<file path="config.mk">
export PLATFORM = sky130hd
export DESIGN_NAME = game_state_ctrl_flat
export DESIGN_NICKNAME = d
export VERILOG_FILES = /design/src/rtl/game_state_ctrl_if.sv /design/src/rtl/game_state_ctrl.sv /design/src/flat_wrapper.sv
export SDC_FILE = /design/constraint.sdc
export NUM_CORES = 1
export LEC_CHECK = 0
export BUFFER_PORTS_ARGS = -buffer_cell sky130_fd_sc_hd__buf_4
export CAP_MARGIN = 20
export CELL_PAD_IN_SITES_DETAIL_PLACEMENT = 0
export CELL_PAD_IN_SITES_GLOBAL_PLACEMENT = 1
export CORE_MARGIN = 8
export CORE_UTILIZATION = 30
export CTS_BUF_LIST = sky130_fd_sc_hd__clkbuf_2 sky130_fd_sc_hd__clkbuf_4 sky130_fd_sc_hd__clkbuf_8
export DETAILED_ROUTE_END_ITERATION = 8
export PLACE_DENSITY = 0.64
export SLEW_MARGIN = 20
export SYNTH_ARGS = -nofsm -noshare
export SYNTH_HDL_FRONTEND = slang
export SYNTH_SLANG_ARGS = --single-unit
</file>
<file path="constraint.sdc">
create_clock -name CLOCK_50 -period 2 [get_ports CLOCK_50]
set_input_delay 0 -clock CLOCK_50 [delete_from_list [all_inputs] [get_ports CLOCK_50]]
set_output_delay 0 -clock CLOCK_50 [all_outputs]
set_load 0.02 [all_outputs]
</file>
<file path="src/rtl/game_state_ctrl_if.sv">
// Bus between game_state_ctrl and its neighbours: keyboard/hit inputs, tick/screen/score outputs.
// Widths of Score and LivesLeft follow the COIN_TARGET and LIVES parameters of the instance.
interface game_state_ctrl_if #(
  parameter int COIN_TARGET = 10,
  parameter int LIVES       = 3
);
  localparam int SW_S = $clog2(COIN_TARGET + 1);
  localparam int SW_L = $clog2(LIVES + 1);

  logic [2:0]      SW;
  logic            EnterEn;
  logic            LoadDone;
  logic            CoinHit;
  logic            PoliceHit;
  logic            Pause;
  logic            SpeedTick;
  logic            DriveEn;
  logic [SW_S-1:0] Score;
  logic [SW_L-1:0] LivesLeft;
  logic            CrashFlash;
  logic            win_screen;
  logic            lose_screen;
  logic [2:0]      State;

  modport master (
    output SW, EnterEn, LoadDone, CoinHit, PoliceHit, Pause,
    input  SpeedTick, DriveEn, Score, LivesLeft, CrashFlash, win_screen, lose_screen, State
  );

  modport slave (
    input  SW, EnterEn, LoadDone, CoinHit, PoliceHit, Pause,
    output SpeedTick, DriveEn, Score, LivesLeft, CrashFlash, win_screen, lose_screen, State
  );
endinterface

</file>
<file path="src/rtl/game_state_ctrl.sv">
// Car-game flow controller: WAIT/LOAD/DRIVE/COIN/CRASH/WIN/LOSE FSM plus speed-tick divider on CLOCK_50.
// Optional pause state is built only when GAME_PAUSE_EN is defined.
//
// state | meaning
// WAIT  | idle, waiting for Enter
// LOAD  | draw logic paints initial scene
// DRIVE | car driving, hits evaluated
// COIN  | one-cycle score update
// CRASH | invincible recovery for RECOVER_T speed ticks
// WIN   | coin target reached, hold for Enter
// LOSE  | out of lives, hold for Enter
// PAUSE | driving frozen (GAME_PAUSE_EN only)
module game_state_ctrl #(
  parameter int COIN_TARGET = 10,
  parameter int LIVES       = 3,
  parameter int TICK_HALF   = 25_000_000,
  parameter int RECOVER_T   = 4
) (
  input  logic              CLOCK_50,
  input  logic              Reset,
  game_state_ctrl_if.slave  bus
);
  localparam int SW_S  = $clog2(COIN_TARGET + 1);
  localparam int SW_L  = $clog2(LIVES + 1);
  localparam int DIV_W = (TICK_HALF > 1) ? $clog2(TICK_HALF) : 1;
  localparam int REC_W = (RECOVER_T > 0) ? $clog2(RECOVER_T + 1) : 1;

  localparam logic [SW_S-1:0]  TARGET_V = SW_S'(COIN_TARGET);
  localparam logic [SW_S-1:0]  SC_ONE   = SW_S'(1);
  localparam logic [SW_L-1:0]  LIVES_V  = SW_L'(LIVES);
  localparam logic [SW_L-1:0]  LV_ONE   = SW_L'(1);
  localparam logic [REC_W-1:0] REC_V    = REC_W'(RECOVER_T);
  localparam logic [REC_W-1:0] REC_ONE  = REC_W'(1);
  localparam logic [DIV_W-1:0] DIV_ONE  = DIV_W'(1);
  localparam logic [DIV_W-1:0] HALF_M1  = DIV_W'(TICK_HALF - 1);
  localparam logic [DIV_W-1:0] QUART_M1 = DIV_W'(TICK_HALF / 2 - 1);
  localparam logic [DIV_W-1:0] EIGHT_M1 = DIV_W'(TICK_HALF / 4 - 1);

  typedef enum logic [2:0] {
    S_WAIT  = 3'd0,
    S_LOAD  = 3'd1,
    S_DRIVE = 3'd2,
    S_COIN  = 3'd3,
    S_CRASH = 3'd4,
    S_WIN   = 3'd5,
    S_LOSE  = 3'd6,
    S_PAUSE = 3'd7
  } state_t;

  state_t           r_state, w_state_nxt;
  logic [SW_S-1:0]  r_score, w_score_nxt, w_score_inc;
  logic [SW_L-1:0]  r_lives, w_lives_nxt;
  logic [REC_W-1:0] r_rec, w_rec_nxt;

  logic [DIV_W-1:0] r_div, w_div_nxt, w_period_m1;
  logic [2:0]       r_sw_q;
  logic             w_sw_valid, w_sw_changed, w_freeze, w_tick;

  // Divider: free-running on CLOCK_50; restarts whenever the speed select changes.
  always_comb begin
    w_sw_valid  = 1'b1;
    w_period_m1 = '0;
    case (bus.SW)
      3'b100:  w_period_m1 = HALF_M1;
      3'b010:  w_period_m1 = QUART_M1;
      3'b001:  w_period_m1 = EIGHT_M1;
      default: w_sw_valid  = 1'b0;
    endcase
  end

`ifdef GAME_PAUSE_EN
  assign w_freeze = (r_state == S_PAUSE);
`else
  assign w_freeze = 1'b0;
`endif

  assign w_sw_changed = (bus.SW != r_sw_q);
  assign w_tick = !Reset && w_sw_valid && !w_sw_changed && !w_freeze && (r_div == w_period_m1);

  always_comb begin
    w_div_nxt = r_div + DIV_ONE;
    if (!w_sw_valid || w_sw_changed) w_div_nxt = '0;
    else if (w_freeze)               w_div_nxt = r_div;
    else if (w_tick)                 w_div_nxt = '0;
  end

  always_ff @(posedge CLOCK_50) begin
    if (Reset) begin
      r_div  <= '0;
      r_sw_q <= '0;
    end else begin
      r_div  <= w_div_nxt;
      r_sw_q <= bus.SW;
    end
  end

  always_ff @(posedge CLOCK_50) begin
    if (Reset) begin
      r_state <= S_WAIT;
      r_score <= '0;
      r_lives <= LIVES_V;
      r_rec   <= '0;
    end else begin
      r_state <= w_state_nxt;
      r_score <= w_score_nxt;
      r_lives <= w_lives_nxt;
      r_rec   <= w_rec_nxt;
    end
  end

  assign w_score_inc = (r_score == TARGET_V) ? r_score : r_score + SC_ONE;

  always_comb begin
    w_state_nxt = r_state;
    w_score_nxt = r_score;
    w_lives_nxt = r_lives;
    w_rec_nxt   = r_rec;
    case (r_state)
      S_WAIT: begin
        if (bus.EnterEn) begin
          w_state_nxt = S_LOAD;
          w_score_nxt = '0;
          w_lives_nxt = LIVES_V;
        end
      end
      S_LOAD: if (bus.LoadDone) w_state_nxt = S_DRIVE;
      S_DRIVE: begin
        // Police takes priority; a coin in the same cycle is dropped.
        if (bus.PoliceHit) begin
          w_lives_nxt = (r_lives != '0) ? r_lives - LV_ONE : '0;
          if (r_lives <= LV_ONE) begin
            w_state_nxt = S_LOSE;
          end else begin
            w_state_nxt = S_CRASH;
            w_rec_nxt   = REC_V;
          end
`ifdef GAME_PAUSE_EN
        end else if (bus.Pause) begin
          w_state_nxt = S_PAUSE;
`endif
        end else if (bus.CoinHit) begin
          w_state_nxt = S_COIN;
        end
      end
      S_COIN: begin
        w_score_nxt = w_score_inc;
        w_state_nxt = (w_score_inc == TARGET_V) ? S_WIN : S_DRIVE;
      end
      S_CRASH: begin
        if (w_tick) begin
          if (r_rec <= REC_ONE) begin
            w_rec_nxt   = '0;
            w_state_nxt = S_DRIVE;
          end else begin
            w_rec_nxt = r_rec - REC_ONE;
          end
        end
      end
      S_WIN, S_LOSE: if (bus.EnterEn) w_state_nxt = S_WAIT;
`ifdef GAME_PAUSE_EN
      S_PAUSE: if (bus.Pause) w_state_nxt = S_DRIVE;
`endif
      default: w_state_nxt = S_WAIT;
    endcase
  end

  assign bus.SpeedTick   = w_tick;
  assign bus.DriveEn     = (r_state == S_LOAD) || (r_state == S_DRIVE);
  assign bus.Score       = r_score;
  assign bus.LivesLeft   = r_lives;
  assign bus.CrashFlash  = (r_state == S_CRASH);
  assign bus.win_screen  = (r_state == S_WIN);
  assign bus.lose_screen = (r_state == S_LOSE);
  assign bus.State       = r_state;
endmodule

</file>
<file path="src/flat_wrapper.sv">
// flat-port wrapper written by rule: the top's interface ports become plain ports
module game_state_ctrl_flat 
#(
  parameter int COIN_TARGET = 10,
  parameter int LIVES       = 3,
  parameter int TICK_HALF   = 25_000_000,
  parameter int RECOVER_T   = 4
)
  (CLOCK_50, Reset, bus_SW, bus_EnterEn, bus_LoadDone, bus_CoinHit, bus_PoliceHit, bus_Pause, bus_SpeedTick, bus_DriveEn, bus_Score, bus_LivesLeft, bus_CrashFlash, bus_win_screen, bus_lose_screen, bus_State);
  game_state_ctrl_if #(.COIN_TARGET(COIN_TARGET), .LIVES(LIVES)) bus_i ();
  input  logic CLOCK_50;
  input  logic Reset;
  input wire logic [$bits(bus_i.SW)-1:0] bus_SW;
  input wire logic [$bits(bus_i.EnterEn)-1:0] bus_EnterEn;
  input wire logic [$bits(bus_i.LoadDone)-1:0] bus_LoadDone;
  input wire logic [$bits(bus_i.CoinHit)-1:0] bus_CoinHit;
  input wire logic [$bits(bus_i.PoliceHit)-1:0] bus_PoliceHit;
  input wire logic [$bits(bus_i.Pause)-1:0] bus_Pause;
  output wire logic [$bits(bus_i.SpeedTick)-1:0] bus_SpeedTick;
  output wire logic [$bits(bus_i.DriveEn)-1:0] bus_DriveEn;
  output wire logic [$bits(bus_i.Score)-1:0] bus_Score;
  output wire logic [$bits(bus_i.LivesLeft)-1:0] bus_LivesLeft;
  output wire logic [$bits(bus_i.CrashFlash)-1:0] bus_CrashFlash;
  output wire logic [$bits(bus_i.win_screen)-1:0] bus_win_screen;
  output wire logic [$bits(bus_i.lose_screen)-1:0] bus_lose_screen;
  output wire logic [$bits(bus_i.State)-1:0] bus_State;
  assign bus_i.SW = bus_SW;
  assign bus_i.EnterEn = bus_EnterEn;
  assign bus_i.LoadDone = bus_LoadDone;
  assign bus_i.CoinHit = bus_CoinHit;
  assign bus_i.PoliceHit = bus_PoliceHit;
  assign bus_i.Pause = bus_Pause;
  assign bus_SpeedTick = bus_i.SpeedTick;
  assign bus_DriveEn = bus_i.DriveEn;
  assign bus_Score = bus_i.Score;
  assign bus_LivesLeft = bus_i.LivesLeft;
  assign bus_CrashFlash = bus_i.CrashFlash;
  assign bus_win_screen = bus_i.win_screen;
  assign bus_lose_screen = bus_i.lose_screen;
  assign bus_State = bus_i.State;
  game_state_ctrl #(.COIN_TARGET(COIN_TARGET), .LIVES(LIVES), .TICK_HALF(TICK_HALF), .RECOVER_T(RECOVER_T)) u_core (.CLOCK_50(CLOCK_50), .Reset(Reset), .bus(bus_i));
endmodule
</file>
==> summary.md <==
| Metric | Value |
|---|---|
| Leak pwr | `0.997 nW` |
| Register area share after synthesis | `0.359` |
| Highest clock rate | `527 MHz` |
| RSZ-0062 raised after global routing | `yes` |
| Worst r2r path cells | `7` |
| Via Count | `2,040` |
| Required @ worst endpoint | `2000 ps` |
| Main combinational cell family by area after synthesis | `simple AND/OR/NAND/NOR gates` |
| Initial Util | `0.309` |
| Finished Layout Cells | `418` |
| CTS Buffer Depth | `2` |
| Hold Path Stages | `2` |
| CORE AREA | `7210 µm²` |
| First-pass GRT wire length | `9200 µm` |
| Drt first pass iters | `4` |
| # rows | `31` |
| Detail Placement HPWL | `3970 µm` |
| Overall Power | `2.35 mW` |
| # port buffers | `22` |
| Total routed wirelength | `5420 µm` |
| I/O pin count | `24` |
| Die Area | `10,400 µm²` |
| TritonCTS clock tree | `yes` |
| Post-synth top area cell | `dfxtp_1` |
| Pin count of the biggest net entering global routing | `25` |
| Die width | `102 µm` |
| Post-synthesis mux area share | `0` |
| Worst Tran Pin Value | `456 ps` |
| Number of vias per cell | `4.88` |
| Vias in the first global route | `1,970` |
| Placed insts | `408` |
| Routed WL per cell | `13.0 µm` |
| Final Hold Viols | `0` |
| Initial antenna violation count | `0` |
| Design area | `2780 µm²` |
| Hold worst-path end | `u_core.bus.Score[3]` |
| Hold Path Class | `input pin to register` |
| Synth Area in Compound Gates | `0.150` |
| Area after DPL | `2610 µm²` |
| Critical Path Sink Type | `output port` |
| Fin. max-slew vios | `0` |
| Cts hold-fix bufs | `0` |
| Area growth syn-to-layout | `24.5%` |
| Mean Syn Cell Area | `7.93 µm²` |
| Synth area leaders | `dfxtp_1, nor2_1, xnor2_1` |
| Synth unique cells | `45` |
| Top cell type's share of synthesized area | `0.359` |
| Clk pin slew, worst setup/hold paths | `90 ps` |
| DR iter-0 viols | `59` |
| Ys Warns | `0` |
| Final net count | `332` |
| Status | `finished clean` |
| Reg2Reg Launch Point | `u_core.r_div[21]` |
| Peak VDD IR | `0.000280 V` |
| Cell Area, Synth | `2230 µm²` |
| Net Count, Synth | `295` |
| Layout cells sized above 1 | `0.210` |
| Post-DRT Antenna Nets | `0` |
| GP Congestion | `0.791` |
| Critical path peak fanout | `7` |
| Post-synthesis cell count | `281` |
| Reg-to-reg endpoint | `u_core.r_rec[2]` |
| Post-layout minimum cycle time | `1900 ps` |
| Setup ws final | `104 ps` |
| Synth Register Bits | `40` |
| Pre-CTS setup slack | `46.2 ps` |
| DRC | `0` |
| Relative slew slack | `0.696` |
| CTS sink cnt | `40` |
| Final setup skew | `12.4 ps` |
| R2R Setup Slk | `110 ps` |
| Clock Tree Root | `clkbuf_8` |
| Xor and xnor fraction of the mapped netlist area | `0.110` |
| Startpoint Class | `register` |
| CTS Buf Count | `5` |
| GRT overflow | `0` |
| Hold Path Origin | `Reset` |
| Final setup violation count | `0` |
| Max-cap violation count | `0` |
| Simple-Gate Fraction of Synth Area | `0.315` |
| WS Path Type | `register to output port` |
| CP arrival | `1900 ps` |
| Post-synthesis adder-cell area fraction | `0.0224` |
| Clock latency on the worst-skew pair | `300 ps` |
| Layout Utilization | `0.385` |
| Pwr Density | `846 nW/µm²` |
| H-tree depth | `2` |
| Final Cycle Share | `0.948` |
| Die height | `102 µm` |
| Diodes inserted | `0` |
| Total GRT Usage | `0.110` |
==> per-layer routing <==
metal	track usage	share of wire
met5	0	0
met4	0.0372	0.012
met3	0.0320	0.047
met2	0.175	0.45
met1	0.139	0.49
==> cell type report <==
class | instances | area, µm²
Fill cell | 761 | 4440
Multi-Input combinational cell | 219 | 1360
Sequential cell | 40 | 812
Timing Repair Buffer | 42 | 332
Tap cell | 99 | 124
Clock buffer | 5 | 68.8
Clock inverter | 3 | 42.5
Inverter | 10 | 37.5
==> layout by cell type, fill, tap and decap left out, types with 4 or more instances in the layout <==
cell type / netlist / final
a21oi_1: 11 / 11
and3_1: 11 / 11
buf_4: 0 / 40
clkbuf_8: 0 / 5
dfxtp_1: 40 / 31
dfxtp_2: 0 / 9
ha_1: 4 / 4
inv_1: 10 / 10
nand2_1: 22 / 22
nand2b_1: 6 / 6
nand3_1: 16 / 15
nand4_1: 4 / 4
nor2_1: 41 / 41
nor2b_1: 7 / 7
nor3_1: 6 / 4
nor3b_1: 4 / 4
o21ai_0: 11 / 10
or3_1: 9 / 9
xnor2_1: 16 / 16
xor2_1: 12 / 12
==> repair_timing <==
| action | 4_1_cts | 5_1_grt |
|---|---|---|
| setup endpoints to repair | 1 | 17 |
| pin swaps | 0 | 3 |
| buffers inserted | 0 | 2 |
| gates resized for setup | 3 | 15 |
==> synth_stat cells, drive strengths merged <==
| cell | count |
|---|---|
| nor2 | 41 |
| dfxtp | 40 |
| nand2 | 22 |
| nand3 | 16 |
| xnor2 | 16 |
| o21ai | 12 |
| xor2 | 12 |
| a21oi | 11 |
| and3 | 11 |
| inv | 10 |
| or3 | 9 |
| buf | 8 |
| nor2b | 7 |
| nand2b | 6 |
| nor3 | 6 |
| and4 | 4 |
| clkbuf | 4 |
| ha | 4 |
| nand4 | 4 |
| nor3b | 4 |
| a211o | 3 |
| a211oi | 3 |
| a311oi | 3 |
| and2 | 3 |
| a31oi | 2 |
| o2111ai | 2 |
| o211ai | 2 |
| o32ai | 2 |
| a2111o | 1 |
| a21o | 1 |
| a221oi | 1 |
| a222oi | 1 |
| a32o | 1 |
| and3b | 1 |
| nand3b | 1 |
| nor4bb | 1 |
| o21a | 1 |
| o21bai | 1 |
| o221ai | 1 |
| o32a | 1 |
| or2 | 1 |
| or4 | 1 |
==> critical path, stage by stage, from the launching register on <==
cell	delay (ps)
dfxtp_2	370
nand3_2	70
or3_1	310
a222oi_1	370
and4_4	350
buf_6	130
==> power by group <==
part | switching [mW] | internal, mW | leakage, nW
clock network | 0.300 | 0.370 | 0.0541
registers | 0.0842 | 0.843 | 0.329
logic | 0.420 | 0.331 | 0.614
==> registers in the layout, summed over array words and instances (netlist names) <==
name	cells
u_core.r_rec	3
u_core.bus.State	3
u_core.r_sw_q	3
u_core.bus.LivesLeft	2
u_core.bus.Score	4
u_core.r_div	25
==> worst max-delay path by stage <==
stage / cells past startpoint / start / end / slack [ps]
2_1_floorplan: 8 / u_core.bus.Score[0] / u_core.bus.State[1] / 20
3_3_place_gp: 8 / u_core.bus.Score[0] / u_core.bus.State[1] / 90
3_5_place_dp: 8 / u_core.bus.Score[0] / u_core.bus.State[1] / 50
4_1_cts: 5 / u_core.r_div[17] / bus_SpeedTick / 20
5_1_grt: 5 / u_core.r_div[21] / bus_SpeedTick / -20
6_report: 5 / u_core.r_div[21] / bus_SpeedTick / 100
==> through the flow <==
step                hold WS (ps)  setup TNS, ps
floorplan                    209              0
detailed placement           334              0
global placement             337              0
finish                      23.7              0
global route                20.6          -35.1
CTS                         14.0              0
==> cell families (layout without fill, tap and decap cells) <==
family,count (synthesis),count (layout)
simple gates,138,138
fa+ha+maj,4,4
compound gates,49,49
buf+inv,22,60
flops,40,40
xor+xnor,28,28
Power figures use the tool's default switching activity.
